===== config.mk =====
export PLATFORM = sky130hd
export DESIGN_NAME = alu_cmd_sequencer
export DESIGN_NICKNAME = d
export VERILOG_FILES = /design/src/rtl/alu_seq_pkg.sv /design/src/rtl/alu_seq_regfile.sv /design/src/rtl/alu_cmd_sequencer.sv
export SDC_FILE = /design/constraint.sdc
export NUM_CORES = 1
export LEC_CHECK = 0
export ABC_AREA = 1
export BUFFER_PORTS_ARGS = -buffer_cell sky130_fd_sc_hd__buf_4
export CORE_AREA = 2 2 63 65
export CTS_BUF_LIST = sky130_fd_sc_hd__clkbuf_16
export DETAILED_ROUTE_END_ITERATION = 8
export DIE_AREA = 0 0 65 67
export PLACE_DENSITY = 0.77
export SYNTH_ARGS = -nofsm -noshare
export SYNTH_HDL_FRONTEND = slang
export SYNTH_SLANG_ARGS = --single-unit

===== constraint.sdc =====
create_clock -name clk -period 2.4 [get_ports clk]
set_input_delay 0.24 -clock clk [delete_from_list [all_inputs] [get_ports clk]]
set_output_delay 0.24 -clock clk [all_outputs]
set_load 0.02 [all_outputs]

===== src/rtl/alu_seq_pkg.sv =====
// ----------------------------------------------------------------------------
// alu_seq_pkg
// Shared definitions for the ALU command sequencer: opcode encodings as seen on
// cmd_op / alu_sel, the sequencer state type, and a helper that says which
// opcodes update the sticky carry flag.
// No ports (package).
// ----------------------------------------------------------------------------
package alu_seq_pkg;

    localparam logic [2:0] OP_AND  = 3'b000;
    localparam logic [2:0] OP_OR   = 3'b001;
    localparam logic [2:0] OP_NOT  = 3'b010;
    localparam logic [2:0] OP_ADD  = 3'b011;
    localparam logic [2:0] OP_SUB  = 3'b100;
    localparam logic [2:0] OP_LOAD = 3'b111;

    typedef enum logic [1:0] {
        S_IDLE = 2'd0,
        S_EXEC = 2'd1,
        S_RESP = 2'd2
    } state_e;

    // Only arithmetic ops carry meaningful carry/borrow information.
    function automatic logic op_sets_carry(input logic [2:0] op);
        return (op == OP_ADD) || (op == OP_SUB);
    endfunction

endpackage


===== src/rtl/alu_seq_regfile.sv =====
// ----------------------------------------------------------------------------
// alu_seq_regfile
// NUM_REGS x DATA_W register file with two asynchronous read ports and one
// synchronous write port. Synchronous active-high reset clears every entry.
// Ports:
//   clk_i, rst_i          clock, synchronous active-high reset
//   rd_a_idx_i/rd_a_data_o read port A
//   rd_b_idx_i/rd_b_data_o read port B
//   we_i, wr_idx_i, wr_data_i  write port (takes effect on the rising edge)
// ----------------------------------------------------------------------------
module alu_seq_regfile
    import alu_seq_pkg::*;
#(
    parameter int unsigned DATA_W   = 4,
    parameter int unsigned NUM_REGS = 4,
    parameter int unsigned IDX_W    = 2
) (
    input  logic              clk_i,
    input  logic              rst_i,
    input  logic [IDX_W-1:0]  rd_a_idx_i,
    output logic [DATA_W-1:0] rd_a_data_o,
    input  logic [IDX_W-1:0]  rd_b_idx_i,
    output logic [DATA_W-1:0] rd_b_data_o,
    input  logic              we_i,
    input  logic [IDX_W-1:0]  wr_idx_i,
    input  logic [DATA_W-1:0] wr_data_i
);

    logic [DATA_W-1:0] mem_q [NUM_REGS];

    always_ff @(posedge clk_i) begin
        if (rst_i) begin
            for (int unsigned i = 0; i < NUM_REGS; i++) begin
                mem_q[i] <= '0;
            end
        end else if (we_i) begin
            mem_q[wr_idx_i] <= wr_data_i;
        end
    end

    assign rd_a_data_o = mem_q[rd_a_idx_i];
    assign rd_b_data_o = mem_q[rd_b_idx_i];

endmodule


===== src/rtl/alu_cmd_sequencer.sv =====
// ----------------------------------------------------------------------------
// alu_cmd_sequencer
// Issue stage for an external 4-bit combinational ALU. Accepts one
// register-addressed command at a time, drives registered operands/select to
// the ALU, captures its result one cycle later, writes it back to the register
// file and presents it on a valid/ready result stream.
// FSM: S_IDLE (accept) -> S_EXEC (capture/writeback) -> S_RESP (hold result).
// Ports:
//   clk, rst                      clock, synchronous active-high reset
//   cmd_valid/cmd_ready           command handshake
//   cmd_op, cmd_src_a, cmd_src_b, cmd_dst, cmd_imm   command fields
//   alu_a, alu_b, alu_sel         registered ALU operands and select
//   alu_out, alu_carry            ALU result inputs
//   res_valid/res_ready           result handshake
//   res_data, res_carry, res_dst  result fields, stable while res_valid
//   carry_flag                    sticky carry of the last ADD/SUB
//   res_zero                      result==0 (only with ALU_SEQ_ZERO_FLAG_EN)
// Build option: define ALU_SEQ_ZERO_FLAG_EN to add the res_zero output.
// ----------------------------------------------------------------------------
module alu_cmd_sequencer
    import alu_seq_pkg::*;
#(
    parameter int unsigned DATA_W   = 4,
    parameter int unsigned NUM_REGS = 4,
    parameter int unsigned IDX_W    = $clog2(NUM_REGS)
) (
    input  logic              clk,
    input  logic              rst,
    input  logic              cmd_valid,
    output logic              cmd_ready,
    input  logic [2:0]        cmd_op,
    input  logic [IDX_W-1:0]  cmd_src_a,
    input  logic [IDX_W-1:0]  cmd_src_b,
    input  logic [IDX_W-1:0]  cmd_dst,
    input  logic [DATA_W-1:0] cmd_imm,
    output logic [DATA_W-1:0] alu_a,
    output logic [DATA_W-1:0] alu_b,
    output logic [2:0]        alu_sel,
    input  logic [DATA_W-1:0] alu_out,
    input  logic              alu_carry,
    output logic              res_valid,
    input  logic              res_ready,
    output logic [DATA_W-1:0] res_data,
    output logic              res_carry,
    output logic [IDX_W-1:0]  res_dst,
    output logic              carry_flag
`ifdef ALU_SEQ_ZERO_FLAG_EN
    ,
    output logic              res_zero
`endif
);

    state_e            state_q, state_d;
    logic [DATA_W-1:0] alu_a_q, alu_a_d;
    logic [DATA_W-1:0] alu_b_q, alu_b_d;
    logic [2:0]        alu_sel_q, alu_sel_d;
    logic [IDX_W-1:0]  dst_q, dst_d;
    logic [DATA_W-1:0] imm_q, imm_d;
    logic [DATA_W-1:0] res_data_q, res_data_d;
    logic              res_carry_q, res_carry_d;
    logic [IDX_W-1:0]  res_dst_q, res_dst_d;
    logic              carry_flag_q, carry_flag_d;
`ifdef ALU_SEQ_ZERO_FLAG_EN
    logic              res_zero_q, res_zero_d;
`endif

    logic [DATA_W-1:0] rf_rd_a, rf_rd_b;
    logic [DATA_W-1:0] exec_result;
    logic              exec_carry;
    logic              rf_we;

    // LOAD bypasses the ALU; every other op (reserved included) takes its output.
    assign exec_result = (alu_sel_q == OP_LOAD) ? imm_q : alu_out;
    assign exec_carry  = (alu_sel_q == OP_LOAD) ? 1'b0 : alu_carry;
    assign rf_we       = (state_q == S_EXEC);

    alu_seq_regfile #(
        .DATA_W   (DATA_W),
        .NUM_REGS (NUM_REGS),
        .IDX_W    (IDX_W)
    ) u_regfile (
        .clk_i       (clk),
        .rst_i       (rst),
        .rd_a_idx_i  (cmd_src_a),
        .rd_a_data_o (rf_rd_a),
        .rd_b_idx_i  (cmd_src_b),
        .rd_b_data_o (rf_rd_b),
        .we_i        (rf_we),
        .wr_idx_i    (dst_q),
        .wr_data_i   (exec_result)
    );

    always_comb begin
        state_d      = state_q;
        alu_a_d      = alu_a_q;
        alu_b_d      = alu_b_q;
        alu_sel_d    = alu_sel_q;
        dst_d        = dst_q;
        imm_d        = imm_q;
        res_data_d   = res_data_q;
        res_carry_d  = res_carry_q;
        res_dst_d    = res_dst_q;
        carry_flag_d = carry_flag_q;
`ifdef ALU_SEQ_ZERO_FLAG_EN
        res_zero_d   = res_zero_q;
`endif
        case (state_q)
            S_IDLE: begin
                if (cmd_valid) begin
                    // Operands are read here, so src==dst sees the old value.
                    alu_a_d   = rf_rd_a;
                    alu_b_d   = rf_rd_b;
                    alu_sel_d = cmd_op;
                    dst_d     = cmd_dst;
                    imm_d     = cmd_imm;
                    state_d   = S_EXEC;
                end
            end
            S_EXEC: begin
                res_data_d  = exec_result;
                res_carry_d = exec_carry;
                res_dst_d   = dst_q;
`ifdef ALU_SEQ_ZERO_FLAG_EN
                res_zero_d  = (exec_result == '0);
`endif
                if (op_sets_carry(alu_sel_q)) begin
                    carry_flag_d = exec_carry;
                end
                state_d = S_RESP;
            end
            S_RESP: begin
                if (res_ready) begin
                    state_d = S_IDLE;
                end
            end
            default: state_d = S_IDLE;
        endcase
    end

    always_ff @(posedge clk) begin
        if (rst) begin
            state_q      <= S_IDLE;
            alu_a_q      <= '0;
            alu_b_q      <= '0;
            alu_sel_q    <= '0;
            dst_q        <= '0;
            imm_q        <= '0;
            res_data_q   <= '0;
            res_carry_q  <= 1'b0;
            res_dst_q    <= '0;
            carry_flag_q <= 1'b0;
`ifdef ALU_SEQ_ZERO_FLAG_EN
            res_zero_q   <= 1'b0;
`endif
        end else begin
            state_q      <= state_d;
            alu_a_q      <= alu_a_d;
            alu_b_q      <= alu_b_d;
            alu_sel_q    <= alu_sel_d;
            dst_q        <= dst_d;
            imm_q        <= imm_d;
            res_data_q   <= res_data_d;
            res_carry_q  <= res_carry_d;
            res_dst_q    <= res_dst_d;
            carry_flag_q <= carry_flag_d;
`ifdef ALU_SEQ_ZERO_FLAG_EN
            res_zero_q   <= res_zero_d;
`endif
        end
    end

    assign cmd_ready  = (state_q == S_IDLE);
    assign res_valid  = (state_q == S_RESP);
    assign alu_a      = alu_a_q;
    assign alu_b      = alu_b_q;
    assign alu_sel    = alu_sel_q;
    assign res_data   = res_data_q;
    assign res_carry  = res_carry_q;
    assign res_dst    = res_dst_q;
    assign carry_flag = carry_flag_q;
`ifdef ALU_SEQ_ZERO_FLAG_EN
    assign res_zero   = res_zero_q;
`endif

endmodule


Yosys cells after proc, flatten, opt, wreduce, memory -nomap -nowiden
Memory sizes are Yosys's and may differ from the RTL's. A register that Yosys moved wholly into a read port is not among the register bits. Cells that the tools add are included.

$add $sub $neg: 0. Multiply operators: 0. Div/mod/pow operators: 0. $lt $le $gt $ge: 0. Equal/unequal tests: 7. Shift-type cells: 0. Multiplexer cells: 13. Bitwise logic cells: 0. Reductions and logical operators: 6.

Operators by type and width (count): $mux 4 (2); $mux 1 (7); $eq 3x3->1 const B (2); $mux 2 (3); $pmux 2 s3 (1); $reduce_and 2->1 (3); $reduce_or 4->1 (1); $eq 3x2->1 const B (1); $eq 2x1->1 const B (1); $eq 2x2->1 const B (1); $logic_not 2->1 (1); $ne 2x1->1 const B (1); $ne 2x2->1 const B (1); $logic_or 1x1->1 (1).

Register bits: 19. Bits in latches: 0. RAM bits: 16. ROM bits: 0. Bits of input ports: 22. Output and inout bits: 21. Word-level logic and storage cells: 35. Memories kept: 1.

Memories: u_regfile.mem_q (words 4, bits a word 4, rd ports 2, clocked after memory_dff 2, wr ports 4, line alu_seq_regfile.sv:29) `logic [DATA_W-1:0] mem_q [NUM_REGS];`.

Depth between registers and ports, before layout
Depth after elaboration: 6. Mapped depth: 8. Depth with buffers taken out: 7.

Cells and area by module
From an unflattened synthesis, not the netlist that was laid out.

Cells, all modules: 264. Area total of the unflattened synthesis: 2039.5 µm².

Modules (own cells, without submodules): alu_cmd_sequencer (instances 1, cells an instance 136, area an instance 1086.0 µm², seq. area each 540.5 µm²); alu_seq_regfile (instances 1, cells an instance 128, area an instance 953.4 µm², seq. area each 480.5 µm²).

Least setup slack after synthesis
Ideal clock, no wire load.

Path kind: reg-to-reg. From: register state_q[0]. To: memory u_regfile.mem_q[3][0] (enable). Library setup time: 0.373 ns. Arrival time: 0.927 ns. Data required time: 2.027 ns. Slack: 1.100 ns. Cell stages (with the launch flop): 3. Path buffers: 0. Period minus slack after synthesis: 1.300 ns. Cells stage by stage: dfxtp_1 > nand2_4 > o31ai_1.

RTL lines: start, declared (line alu_cmd_sequencer.sv:53) `state_e state_q, state_d;`; start signal, assigned (line alu_cmd_sequencer.sv:156) `state_q <= state_d;`; end, declared (line alu_seq_regfile.sv:29).

==> run_summary.xml <==
<?xml version="1.0" encoding="UTF-8"?>
<metrics>
  <group name="synthesis">
    <metric name="ys_seq_area_frac" unit="">0.514</metric>
    <metric name="yosysUniqueCellTypes" unit="">19</metric>
    <metric name="synthTopCellsByCount" unit="">nand2_1, nor2_1, inv_1</metric>
    <metric name="synth_flop_cell" unit="">dfxtp_1</metric>
    <metric name="synth_area_per_cell" unit="µm²">7.50</metric>
    <metric name="yosys.cell_count.top_type" unit="">nand2_1</metric>
    <metric name="yosysTopAreaCell" unit="">dfxtp_1</metric>
    <metric name="postSynthNetCount" unit="">287</metric>
    <metric name="postSynth.asyncResetShare" unit="">0</metric>
    <metric name="synth.area.top_cells" unit="">dfxtp_1, edfxtp_1, nand2_1, nor2_1, nand3_1</metric>
    <metric name="synth_top_area_frac" unit="">0.272</metric>
    <metric name="ys_seq_elements" unit="">43</metric>
    <metric name="number_of_enable_type_register_cells_in_the_synthesized_netlist" unit="">16</metric>
    <metric name="synthesis.instances" unit="">265</metric>
    <metric name="yosysWarnings" unit="">0</metric>
    <metric name="post_synth_instance_area" unit="µm²">1990</metric>
  </group>
  <group name="worst_hold_path">
    <metric name="hold_end" unit="">imm_q[0]$_SDFFE_PP0P_</metric>
    <metric name="hold_depth" unit="">3</metric>
    <metric name="holdCritStartpoint" unit="">cmd_imm[0]</metric>
    <metric name="min-delay-path-class" unit="">in -&gt; reg</metric>
  </group>
  <group name="clock_network">
    <metric name="clkLatencyLatePin" unit="ps">280</metric>
    <metric name="cts.path.max_buffers" unit="">2</metric>
    <metric name="cts.reportedPaths.clkPinSlew" unit="ps">60</metric>
    <metric name="cts_max_level" unit="">2</metric>
    <metric name="hold_buffers" unit="">0</metric>
    <metric name="cts_made_buffers" unit="">5</metric>
    <metric name="cts_tree" unit="">yes</metric>
    <metric name="cts.sinks" unit="">43</metric>
    <metric name="cts_resized" unit="">0</metric>
    <metric name="postCtsSetupBuffers" unit="">0</metric>
    <metric name="cts_root_buffer" unit="">clkbuf_16</metric>
  </group>
  <group name="cells_and_area">
    <metric name="drive_above_1_share" unit="">0.208</metric>
    <metric name="antennaDiodeCount" unit="">0</metric>
    <metric name="layout-area-overhead-vs-synth" unit="%">26.2</metric>
    <metric name="footprint_of_the_multi_input_gates" unit="µm²">757</metric>
    <metric name="area.sequential" unit="µm²">1020</metric>
    <metric name="finish.cell_count_without_fillers" unit="">355</metric>
    <metric name="nFillCells" unit="">310</metric>
    <metric name="fin_nets" unit="">328</metric>
  </group>
  <group name="timing">
    <metric name="setup_total_negative_slack" unit="ps">0</metric>
    <metric name="report.final.slew_viol_count" unit="">0</metric>
    <metric name="min_period" unit="ps">1440</metric>
    <metric name="clock.fmax" unit="GHz">0.694</metric>
    <metric name="unrepaired_setup_endpoints_after_global_routing" unit="">false</metric>
    <metric name="setup-violations-final" unit="">0</metric>
    <metric name="report.final.hold_viol_count" unit="">0</metric>
    <metric name="pin_slew_with_the_least_headroom_to_its_limit" unit="ps">589</metric>
    <metric name="max-slew-margin-rel" unit="">0.604</metric>
    <metric name="clock-skew-final" unit="ps">2.65</metric>
    <metric name="fin_crit_sh" unit="">0.600</metric>
  </group>
  <group name="global_routing">
    <metric name="gr-total-overflow" unit="">0</metric>
    <metric name="grt_pass1_vias" unit="">1578</metric>
    <metric name="grt_max_degree" unit="">23</metric>
    <metric name="antenna_found_initial" unit="">0</metric>
    <metric name="grt_pass1_wl" unit="µm">6700</metric>
    <metric name="global_route.usage.total" unit="">0.206</metric>
  </group>
  <group name="drt">
    <metric name="routed_wire_length_per_instance" unit="µm">11.4</metric>
    <metric name="drt_pass1_iterations" unit="">4</metric>
    <metric name="drtAntennaViolNets" unit="">0</metric>
    <metric name="num_vias" unit="">1745</metric>
    <metric name="drc" unit="">0</metric>
    <metric name="routed_wl" unit="µm">4060</metric>
    <metric name="drt_first_iter_violations" unit="">95</metric>
    <metric name="via_density_per_instance" unit="">4.92</metric>
  </group>
  <group name="pwr">
    <metric name="vdd_drop_max" unit="mV">0.654</metric>
    <metric name="post-layout-total-power" unit="mW">1.95</metric>
    <metric name="cellPowerDensity" unit="nW/µm²">779</metric>
    <metric name="power_leakage" unit="nW">1.25</metric>
  </group>
  <group name="setup_path">
    <metric name="crit_family" unit="">compound AO/OA/AOI/OAI gates</metric>
    <metric name="worstReg2RegEnd" unit="">u_regfile.mem_q[3][1]$_DFFE_PP_</metric>
    <metric name="ff2ff_setup_slack" unit="ps">960</metric>
    <metric name="cp_bufs_invs" unit="">1</metric>
    <metric name="worst-r2r-cell-count" unit="">3</metric>
    <metric name="worst_path_max_delay_cell" unit="">o31ai_1</metric>
    <metric name="critical-path-max-stage-delay" unit="ps">520</metric>
    <metric name="end_kind" unit="">register</metric>
    <metric name="setup.worst_path.class" unit="">reg -&gt; reg</metric>
    <metric name="worst-endpoint-arrival" unit="ps">1360</metric>
    <metric name="critical_path_required" unit="ps">2320</metric>
    <metric name="critical_path_cell_list" unit="">inv_1 -&gt; nand2_4 -&gt; o31ai_1</metric>
    <metric name="path_max_fanout" unit="">10</metric>
    <metric name="worstSetupStartpointType" unit="">register</metric>
    <metric name="crit-reg2reg-launch" unit="">state_q[1]$_SDFFE_PP0P_</metric>
  </group>
  <group name="flow_run">
    <metric name="cap_viol_max_count" unit="">0</metric>
  </group>
  <group name="floorplanning">
    <metric name="design.die.area" unit="µm²">4360</metric>
    <metric name="die_width" unit="µm">65</metric>
    <metric name="placeableCoreArea" unit="µm²">3610</metric>
    <metric name="floorplan.initialDensity" unit="">0.551</metric>
    <metric name="die_h" unit="µm">67</metric>
    <metric name="rows" unit="">22</metric>
    <metric name="ioPinCount" unit="">43</metric>
  </group>
  <group name="placed_design">
    <metric name="routabilityCongestion" unit="">0.915</metric>
    <metric name="place.detailed.instances" unit="">347</metric>
    <metric name="dp_hpwl" unit="µm">2990</metric>
    <metric name="port_buffers" unit="">42</metric>
  </group>
  <group name="run_status">
    <metric name="status" unit="">completed</metric>
  </group>
</metrics>
## registers in the layout (all words and copies together) (netlist names)
register and cells:
res_dst 2, alu_b 4, alu_a 4, imm_q 4, u_regfile.mem_q 16, carry_flag 1
res_carry 1, res_data 4, alu_sel 3, dst_q 2, state_q 2
## layout by cell type, fill, tap and decap left out, drive strengths merged
cell      count
clkbuf        5
inv          43
nand3        36
edfxtp       16
bufinv        2
nor2         54
o21ai        13
buf          42
dfxtp        27
clkinvlp      1
a21oi         5
o31ai         1
nand2        62
## worst min-delay path: stages
cell	delay [ps]
buf_4	70
o21ai_0	70
nor2_1	70
## cell type report
| cell class | count | share of cell area |
|---|---|---|
| Sequential cell | 43 | 0.407 |
| Timing Repair Buffer | 42 | 0.126 |
| Tap cell | 48 | 0.0240 |
| Inverter | 43 | 0.0644 |
| Clock inverter | 3 | 0.0269 |
| Multi-Input combinational cell | 171 | 0.302 |
| Clock buffer | 5 | 0.0499 |
## metrics by stage
stage | hold WS (ps) | worst slack (ps) | util | instance area (µm²)
2_1_floorplan | 399 | 1100 | - | 1990
3_3_place_gp | 465 | 999 | 0.642 | 2310
3_5_place_dp | 468 | 972 | 0.642 | 2310
4_1_cts | 207 | 963 | 0.695 | 2510
5_1_grt | 219 | 877 | 0.695 | 2510
6_report | 207 | 960 | 0.695 | 2510
## power by group
group	switching, mW	total (mW)	internal [mW]
clock network	0.276	0.872	0.596
registers	0.0255	0.828	0.803
logic	0.155	0.255	0.0997
total	0.457	1.95	1.50
## per-layer routing
layer  GRT usage  vias up  share of wire
met5           0        -              0
met4       0.106        0          0.028
met3      0.0557        9          0.047
met2       0.354       50           0.49
met1       0.234      781           0.44
li1            -      905              -
## logic make-up after synthesis
family / Yosys count / synth area share
and+or+nand+nor: 152 / 0.332
buffers and inverters: 51 / 0.105
AOI/OAI and AO/OA: 19 / 0.0491
DFF: 43 / 0.514
## how the worst max path moves through the flow
stage / to / startpoint / cells after the start
global route: u_regfile.mem_q[3][3]$_DFFE_PP_ / state_q[0]$_SDFFE_PP0P_ / 2
global placement: u_regfile.mem_q[3][1]$_DFFE_PP_ / rst / 3
detailed placement: u_regfile.mem_q[3][2]$_DFFE_PP_ / state_q[1]$_SDFFE_PP0P_ / 3
finish: u_regfile.mem_q[3][1]$_DFFE_PP_ / state_q[1]$_SDFFE_PP0P_ / 3
floorplan: u_regfile.mem_q[3][0]$_DFFE_PP_ / state_q[0]$_SDFFE_PP0P_ / 2
CTS: u_regfile.mem_q[3][3]$_DFFE_PP_ / state_q[1]$_SDFFE_PP0P_ / 3
Note: power is estimated with default switching activity, not from simulation.
